`src/rtl/accum_int_param.sv`:
```
// accum_int_param: multi-lane integer accumulator with a pipelined adder tree.
// Groups are framed by first/last; one result per group with overflow flag.
module accum_int_param #(
    parameter int WIDTH = 64,
    parameter int LANES = 8,
    parameter int GUARD = 8
) (
    input  logic                     clk,
    input  logic                     rst,
    input  logic                     in_vld,
    output logic                     in_rdy,
    input  logic [LANES*WIDTH-1:0]   in_data,
    input  logic [LANES-1:0]         in_lane_en,
    input  logic                     in_first,
    input  logic                     in_last,
    input  logic                     mode_signed,
    input  logic                     mode_sat,
    output logic [WIDTH+GUARD-1:0]   res,
    output logic                     res_ovf,
    output logic                     res_vld,
    input  logic                     res_rdy,
    output logic                     busy
);

    localparam int ACC_W = WIDTH + GUARD;
    localparam int S     = $clog2(LANES);

    if (LANES < 2 || (LANES & (LANES - 1)) != 0) begin : g_bad_lanes
        $fatal(1, "accum_int_param: LANES must be a power of 2, >= 2");
    end

    if (GUARD < $clog2(LANES)) begin : g_bad_guard
        $fatal(1, "accum_int_param: GUARD must be >= clog2(LANES)");
    end

    // input-side group tracking
    logic r_in_grp;
    logic r_mode_sgn;
    logic r_mode_sat;

    logic w_accept;
    logic w_first;
    logic w_sgn;
    logic w_sat;
    logic w_stall;

    // tree: heap of internal nodes, node 1 is the root (last stage)
    logic [ACC_W-1:0] w_ext  [LANES];
    logic [ACC_W-1:0] w_kid  [2:2*LANES-1];
    logic [ACC_W-1:0] r_node [1:LANES-1];

    logic [S:1] r_vld;
    logic [S:1] r_first;
    logic [S:1] r_last;
    logic [S:1] r_sgn;
    logic [S:1] r_sat;

    // accumulate stage
    logic [ACC_W-1:0] r_acc;
    logic             r_acc_ovf;
    logic [ACC_W-1:0] r_res;
    logic             r_res_ovf;
    logic             r_res_vld;

    logic             w_top_vld;
    logic             w_top_first;
    logic             w_top_last;
    logic             w_top_sgn;
    logic             w_top_sat;
    logic [ACC_W-1:0] w_sum;
    logic [ACC_W:0]   w_wide;
    logic             w_ovf_now;
    logic [ACC_W-1:0] w_clamp;
    logic [ACC_W-1:0] w_acc_nx;
    logic             w_ovf_nx;
    logic             w_fire;

    assign w_top_vld   = r_vld[S];
    assign w_top_first = r_first[S];
    assign w_top_last  = r_last[S];
    assign w_top_sgn   = r_sgn[S];
    assign w_top_sat   = r_sat[S];
    assign w_sum       = r_node[1];

    // a held result blocks only a last beat that wants to overwrite it
    assign w_stall  = r_res_vld & ~res_rdy & w_top_vld & w_top_last;
    assign in_rdy   = rst & ~w_stall;
    assign w_accept = in_vld & in_rdy;
    assign w_fire   = w_top_vld & ~w_stall;

    // outside a group every beat opens one, whatever in_first says
    assign w_first = in_first | ~r_in_grp;
    assign w_sgn   = w_first ? mode_signed : r_mode_sgn;
    assign w_sat   = w_first ? mode_sat : r_mode_sat;

    assign res     = r_res;
    assign res_ovf = r_res_ovf;
    assign res_vld = r_res_vld;
    assign busy    = (|r_vld) | r_res_vld;

    // per-lane masking and sign/zero extension to the accumulator width
    always_comb begin
        for (int k = 0; k < LANES; k++) begin
            w_ext[k] = '0;
            if (in_lane_en[k]) begin
                w_ext[k] = {{GUARD{w_sgn & in_data[k*WIDTH+WIDTH-1]}},
                            in_data[k*WIDTH +: WIDTH]};
            end
        end
    end

    // children of every tree node: leaves are lanes, the rest are registers
    always_comb begin
        for (int n = LANES; n < 2 * LANES; n++) begin
            w_kid[n] = w_ext[n-LANES];
        end
        for (int n = 2; n < LANES; n++) begin
            w_kid[n] = r_node[n];
        end
    end

    // group state and modes latched on the effective first beat
    always_ff @(posedge clk or negedge rst) begin
        if (!rst) begin
            r_in_grp   <= 1'b0;
            r_mode_sgn <= 1'b0;
            r_mode_sat <= 1'b0;
        end else if (w_accept) begin
            r_in_grp <= ~in_last;
            if (w_first) begin
                r_mode_sgn <= mode_signed;
                r_mode_sat <= mode_sat;
            end
        end
    end

    // adder tree stages with their sideband, all frozen on stall
    always_ff @(posedge clk or negedge rst) begin
        if (!rst) begin
            for (int i = 1; i < LANES; i++) begin
                r_node[i] <= '0;
            end
            r_vld   <= '0;
            r_first <= '0;
            r_last  <= '0;
            r_sgn   <= '0;
            r_sat   <= '0;
        end else if (!w_stall) begin
            for (int i = 1; i < LANES; i++) begin
                r_node[i] <= w_kid[2*i] + w_kid[2*i+1];
            end
            r_vld[1]   <= w_accept;
            r_first[1] <= w_first;
            r_last[1]  <= in_last;
            r_sgn[1]   <= w_sgn;
            r_sat[1]   <= w_sat;
            for (int s = 2; s <= S; s++) begin
                r_vld[s]   <= r_vld[s-1];
                r_first[s] <= r_first[s-1];
                r_last[s]  <= r_last[s-1];
                r_sgn[s]   <= r_sgn[s-1];
                r_sat[s]   <= r_sat[s-1];
            end
        end
    end

    // one-bit-wider add detects overflow; clamp or wrap per group mode
    always_comb begin
        w_wide = {w_top_sgn & r_acc[ACC_W-1], r_acc}
               + {w_top_sgn & w_sum[ACC_W-1], w_sum};
        w_ovf_now = w_top_sgn ? (w_wide[ACC_W] ^ w_wide[ACC_W-1])
                              : w_wide[ACC_W];
        w_clamp = '1;
        if (w_top_sgn) begin
            w_clamp = w_wide[ACC_W] ? {1'b1, {(ACC_W-1){1'b0}}}
                                    : {1'b0, {(ACC_W-1){1'b1}}};
        end
        w_acc_nx = w_wide[ACC_W-1:0];
        w_ovf_nx = r_acc_ovf | w_ovf_now;
        if (w_top_first) begin
            w_acc_nx = w_sum;
            w_ovf_nx = 1'b0;
        end else if (w_ovf_now && w_top_sat) begin
            w_acc_nx = w_clamp;
        end
    end

    // running accumulator and sticky group overflow
    always_ff @(posedge clk or negedge rst) begin
        if (!rst) begin
            r_acc     <= '0;
            r_acc_ovf <= 1'b0;
        end else if (w_fire) begin
            r_acc     <= w_acc_nx;
            r_acc_ovf <= w_ovf_nx;
        end
    end

    // result register: loads on a last beat, held until the handshake
    always_ff @(posedge clk or negedge rst) begin
        if (!rst) begin
            r_res     <= '0;
            r_res_ovf <= 1'b0;
            r_res_vld <= 1'b0;
        end else if (w_fire && w_top_last) begin
            r_res     <= w_acc_nx;
            r_res_ovf <= w_ovf_nx;
            r_res_vld <= 1'b1;
        end else if (r_res_vld && res_rdy) begin
            r_res_vld <= 1'b0;
        end
    end

endmodule

```
`config.mk`:
```
export PLATFORM = sky130hd
export DESIGN_NAME = accum_int_param
export DESIGN_NICKNAME = d
export VERILOG_FILES = /design/src/rtl/accum_int_param.sv
export SDC_FILE = /design/constraint.sdc
export NUM_CORES = 2
export LEC_CHECK = 0
export BUFFER_PORTS_ARGS = -buffer_cell sky130_fd_sc_hd__buf_4
export CORE_MARGIN = 2
export CORE_UTILIZATION = 60
export DETAILED_ROUTE_END_ITERATION = 8
export PLACE_DENSITY = 0.86
export SLEW_MARGIN = 20
export SYNTH_ARGS = -nofsm -noshare
export SYNTH_HDL_FRONTEND = slang
export SYNTH_SLANG_ARGS = --single-unit
```
`constraint.sdc`:
```
create_clock -name clk -period 5.5 [get_ports clk]
set_input_delay 0.275 -clock clk [delete_from_list [all_inputs] [get_ports clk]]
set_output_delay 0.275 -clock clk [all_outputs]
set_load 0.005 [all_outputs]
```
Word-level counts from Yosys, hierarchy flattened --
Index checks and enable logic that the tools add are counted.
Word-level totals: register bits after elaboration 669, latch bits 0, memory bits (writable) 0, bits in read-only memories 0, bits of input ports 528, output and inout bits 76, logic and storage cells 75, memories kept 0
Cells by class: add/sub/neg operators 8, $mul 0, divide/modulo/power cells 0, $lt $le $gt $ge 0, equality and inequality tests 0, shift operators 0, multiplexer cells 18, bitwise gates (word level) 24, reduce and logical (&&, ||, !) cells 5
Operator list (number):
- two-way mux 72 bit | 12
- adder 72 bit | 7
- adder 73 bit | 1
- bitwise AND 1 bit | 16
- two-way mux 1 bit | 6
- inverter 1 bit | 4
- logical AND 1 bit | 3
- OR 1 bit | 3
- OR reduction 3 bit | 1
- nonzero test 2 bit | 1
- XOR 1 bit | 1

Depth between registers and ports, before layout --
depth after elaboration 8, mapped depth 18, gate-level depth less buffers 16

Least setup slack after synthesis --
Ideal clock, no wire load.
kind input to register, from input in_lane_en[6], to register r_node[60] in the netlist's numbering, library setup time 0.069 ns, arrival time 3.887 ns, required time 5.431 ns, path slack 1.544 ns, stages 17, path buffers 1, cell sequence clkbuf_1 -> and2_1 -> ha_1 -> inv_1 -> fa_1 -> nor2b_1 -> o21ai_0 -> a21oi_1 -> o21ai_0 -> a2111oi_0 -> o21bai_1 -> a2111oi_0 -> o31a_1 -> or2_2 -> a221oi_1 -> or4_1 -> nand3_1
On the way: cells in the longest elaborated chain, start to end 2
RTL lines:
- start: declaration | line 13 | input logic [LANES-1:0] in_lane_en,
- two-way mux 72 bit | line 105 | if (in_lane_en[k]) begin
- adder 72 bit | line 150 | r_node[i] <= w_kid[2*i] + w_kid[2*i+1];
- end signal: indexed assignment | line 150
- end: declaration | line 50 | logic [ACC_W-1:0] r_node [1:LANES-1];
Every way passes these cells. A chain may end at the register's enable or synchronous reset.

Final worst setup path --
from register r_node (netlist bit w_sum[3]), to register r_acc[14]
On the way: cells in the longest elaborated chain, start to end 6, elaborated cells between the ends (all ways) 8, classes of those cells add/sub (1); mux (5); bitwise (1); reduce/logical (1)
RTL lines:
- adder 73 bit (*) | line 170 | + {w_top_sgn & w_sum[ACC_W-1], w_sum};
- XOR 1 bit | line 171 | w_ovf_now = w_top_sgn ? (w_wide[ACC_W] ^ w_wide[ACC_W-1])
- two-way mux 1 bit | line 171
- logical AND 1 bit | line 183 | end else if (w_ovf_now && w_top_sat) begin
- two-way mux 72 bit (*) | line 183
- two-way mux 72 bit (*) | line 180 | if (w_top_first) begin
- end signal: assignment | line 194 | r_acc <= w_acc_nx;
- end: declaration | line 59 | logic [ACC_W-1:0] r_acc;
Mark *: on every way between the ends. The rest lies on a longest branch, timed or not.

==> reports/summary.json <==
{
  "clocking": {
    "cts_buffer_depth": 3,
    "cts_root_buf": "sky130_fd_sc_hd__clkbuf_16",
    "clock_latency_ns": 0.65,
    "cts.repair.resized": 0,
    "number_of_clock_sinks_seen_by_cts": 669,
    "number_of_buffers_created_by_cts": 75,
    "cts_clock_pin_slew_for_the_worst_setup_and_hold_paths_ns": 0.06,
    "h-tree-depth": 3,
    "clock_tree_from_tritoncts": "built"
  },
  "timing": {
    "setup_repair_after_global_routing_missed_its_margin": "false",
    "totalNegativeSetupSlack_ns": 0,
    "fin_skew_ns": 0.0290,
    "timing.final.crit_period_ns": 4.71,
    "final_hold_violating_endpoints": 0,
    "relSlewSlack": 0.222,
    "layout_worst_path_cycle_share": 0.856,
    "fmax_ghz": 0.212,
    "slew_violations": 0,
    "worst_slew_pin_slew_ns": 1.17,
    "setup_viol": 0
  },
  "synth": {
    "synth.yosys.seq_area_share": 0.278,
    "yosys_register_bits": 669,
    "async_reset_ff_frac": 1.00,
    "postSynthNetCount": 8761,
    "synthesis.instances": 7680,
    "yosys_warnings": 0,
    "synth_cell_types": 93,
    "yosys_most_used_dff": "sky130_fd_sc_hd__dfrtp_1",
    "synth_edf_count": 0,
    "post_synth.cell_area_avg_sq_um": 7.83,
    "synthesis.area_sq_mm": 0.0601
  },
  "global_route": {
    "first_global_vias": 55800,
    "gr-total-overflow": 0,
    "grt_pass1_wl_microns": 303000,
    "grt_antenna_before_repair": 8,
    "grt.total_usage": 0.363,
    "grt_max_degree": 215
  },
  "routing": {
    "vias": 58600,
    "met3_wirelength_microns": 12900,
    "average_detailed_routed_wire_length_per_instance_microns": 20.6,
    "topRoutingLayerUsed": "met5",
    "route.final.wire_length_microns": 192000,
    "drt-pass1-iter-count": 6,
    "via_to_cell_ratio": 6.26,
    "detail_route.iter0.violations": 5108,
    "wl_met1_microns": 83000,
    "drcViolationCount": 0,
    "wl_met2_microns": 89900,
    "drtAntennaViolNets": 0
  },
  "critical_path": {
    "critPathKind": "register to register",
    "dominant_delay_contributor_by_cell_family_on_the_critical_path": "compound AO/OA/AOI/OAI gates",
    "cp_cell_sequence": "ha_1, o21ai_0, o21ai_0, nand3_1, a2111oi_2, o2111ai_1, nand3_2, o211ai_1, a311oi_1, xor2_1, or2_2, buf_4, nand3_1, a21oi_1",
    "critical_path_peak_fanout": 23,
    "critical_path.startpoint_type": "register",
    "crit_arrival_ns": 5.26,
    "cpMaxStageDelayCell": "sky130_fd_sc_hd__a2111oi_2",
    "ff2ff_path_depth": 14,
    "critical_path_buf_inv_count": 1,
    "endpoint_kind": "register",
    "crit_path_max_incr_delay_ns": 0.58,
    "crit_required_ns": 6.05,
    "reg2reg_to": "r_acc[14]",
    "worst_reg2reg_startpoint": "w_sum[3]",
    "regToRegSetupSlack_ns": 0.79
  },
  "place": {
    "dp.final_hpwl_microns": 152000,
    "portBuffers": 603,
    "globalplace.congestion": 1.01,
    "placedCellCount": 9211
  },
  "status": {
    "run_status": "finished clean"
  },
  "pwr": {
    "leakage_nw": 32.1,
    "p_per_area_mw_per_mm2": 501,
    "finalPower_mw": 33.9,
    "max-vdd-ir-drop_v": 0.000352
  },
  "final_layout": {
    "area_delta_synth_final_pct": 12.6,
    "layoutNonFillerInstCount": 9360,
    "final-seq-area_sq_mm": 0.0167,
    "layout_common_cells": "1,049 x sky130_fd_sc_hd__a21oi_1, 753 x sky130_fd_sc_hd__nor2_1, 709 x sky130_fd_sc_hd__nand2_1",
    "most_frequent_standard_cell_in_the_layout_excluding_fill_and_tap_cells": "sky130_fd_sc_hd__a21oi_1",
    "design.final.nets": 9078,
    "multi_input_comb_area_sq_mm": 0.0412,
    "fillCellCount": 8525,
    "final_layout_size_suffix_gt1_frac": 0.110
  },
  "floorplan": {
    "floorplan.rows": 116,
    "dieArea_sq_mm": 0.103,
    "num_io_pins": 604,
    "die_width_microns": 321,
    "fp.dieH_microns": 321,
    "core_area_sq_mm": 0.0997,
    "floorplan.initialDensity": 0.603
  },
  "worst_hold_path": {
    "holdPathEnd": "r_node[72]",
    "hold_start": "in_data[256]",
    "min_delay_path_depth": 5,
    "worst_hold_path_type": "input port to register"
  },
  "run": {
    "max_cap_violations": 0
  }
}
-- synthesized netlist by cell type, types with 14 or more instances --
master,number,area [sq um]
sky130_fd_sc_hd__o31a_1,19,166
sky130_fd_sc_hd__nand3_1,133,666
sky130_fd_sc_hd__a21boi_0,30,225
sky130_fd_sc_hd__o31ai_1,49,368
sky130_fd_sc_hd__buf_2,20,100
sky130_fd_sc_hd__a2111oi_0,16,140
sky130_fd_sc_hd__clkbuf_1,373,1400
sky130_fd_sc_hd__o21a_1,54,405
sky130_fd_sc_hd__nand2b_1,65,407
sky130_fd_sc_hd__nor4_1,14,87.6
sky130_fd_sc_hd__a31oi_1,49,307
sky130_fd_sc_hd__o211ai_1,35,263
sky130_fd_sc_hd__nand4_1,126,788
sky130_fd_sc_hd__a21oi_2,59,517
sky130_fd_sc_hd__o22ai_1,15,93.8
sky130_fd_sc_hd__o21bai_1,107,803
sky130_fd_sc_hd__ha_1,545,6820
sky130_fd_sc_hd__and4_1,14,123
sky130_fd_sc_hd__nor2b_1,145,907
sky130_fd_sc_hd__a21oi_1,1049,5250
sky130_fd_sc_hd__nand2_1,710,2670
sky130_fd_sc_hd__inv_1,167,627
sky130_fd_sc_hd__xnor2_1,290,2540
sky130_fd_sc_hd__a211oi_1,47,353
sky130_fd_sc_hd__xor2_1,203,1780
sky130_fd_sc_hd__a21o_1,388,2910
sky130_fd_sc_hd__or3_1,26,163
sky130_fd_sc_hd__and3_1,48,300
sky130_fd_sc_hd__a221oi_1,36,315
sky130_fd_sc_hd__a41oi_1,24,210
sky130_fd_sc_hd__dfrtp_1,669,16700
sky130_fd_sc_hd__and2_1,554,3470
sky130_fd_sc_hd__mux2i_1,15,150
sky130_fd_sc_hd__nor3_1,89,445
sky130_fd_sc_hd__a221o_1,14,140
sky130_fd_sc_hd__nor2_1,755,2830
sky130_fd_sc_hd__o21ai_0,501,2510
-- cell type report --
| class | instances | share of cell area |
|---|---|---|
| multi-input combinational | 6437 | 0.608 |
| timing repair buffer | 647 | 0.0743 |
| sequential | 669 | 0.247 |
| inverter | 167 | 0.00925 |
| tap | 1298 | 0.0240 |
| clock inverter | 34 | 0.00611 |
| clock buffer | 104 | 0.0308 |
| antenna | 4 | 0.000148 |
-- power by group --
group | switching, mW | internal, mW
clock | 2.16 | 3.01
combinational | 12.3 | 8.01
sequential | 1.75 | 6.69
total | 16.2 | 17.7
-- how the worst max path moves through the flow --
| stage | from | to | slack [ns] | cells past startpoint |
|---|---|---|---|---|
| finish | w_sum[3] | r_acc[14] | 0.79 | 14 |
| global route | w_sum[0] | res[0] | 0.61 | 15 |
| CTS | w_sum[0] | res[0] | 0.78 | 15 |
| detailed placement | in_lane_en[4] | r_node[139] | 0.58 | 14 |
| global placement | in_lane_en[4] | r_node[133] | 0.67 | 14 |
| floorplan | in_lane_en[6] | r_node[60] | 1.54 | 17 |
-- flip-flops by register name, summed over array words and instances (netlist names), 3 cells and up --
register	flops
r_acc	72
r_first	3
r_last	3
r_node	432
r_sat	3
r_sgn	3
r_vld	3
res	72
w_sum	72
-- worst min-delay path, cell delays in order --
cell	delay [ns]
sky130_fd_sc_hd__buf_4	0.07
sky130_fd_sc_hd__and2_1	0.11
sky130_fd_sc_hd__ha_1	0.13
sky130_fd_sc_hd__nand2_1	0.05
sky130_fd_sc_hd__nand2_1	0.05
-- routing by layer --
layer / track usage / vias to the layer above
met5: 0 / -
met4: 0.123 / 10
met3: 0.0468 / 359
met2: 0.605 / 2264
met1: 0.487 / 28000
li1: - / 28000
-- logic make-up (layout without fill, tap and decap cells) --
| kind of cell | count (synthesis) | after routing | synth area share |
|---|---|---|---|
| simple gates | 2731 | 2731 | 0.221 |
| compound gates | 2638 | 2638 | 0.272 |
| flops | 669 | 669 | 0.278 |
| buf+inv | 574 | 952 | 0.0372 |
| fa+ha+maj | 553 | 553 | 0.116 |
| xor+xnor | 493 | 493 | 0.0718 |
| mux | 22 | 22 | 0.00381 |
| other cells | 0 | 4 | 0 |
-- metrics by stage --
| step | worst slack (ns) | cell area (sq um) | hold slack, ns | util |
|---|---|---|---|---|
| final | 0.792 | 67800 | 0.0891 | 0.679 |
| after global routing | 0.607 | 67700 | 0.127 | 0.679 |
| after CTS | 0.777 | 67700 | 0.0622 | 0.679 |
| after detailed placement | 0.584 | 65200 | 0.315 | 0.654 |
| after global placement | 0.669 | 65200 | 0.308 | 0.654 |
| after floorplan | 1.54 | 60100 | -0.0206 | - |
-- repair_timing --
item / CTS / global route
setup endpoints to repair: 0 / 0
buffers inserted: 0 / 0
endpoints found under the hold margin: 76 / 0
hold buffers: 7 / 0
Note: power is estimated with default switching activity, not from simulation.
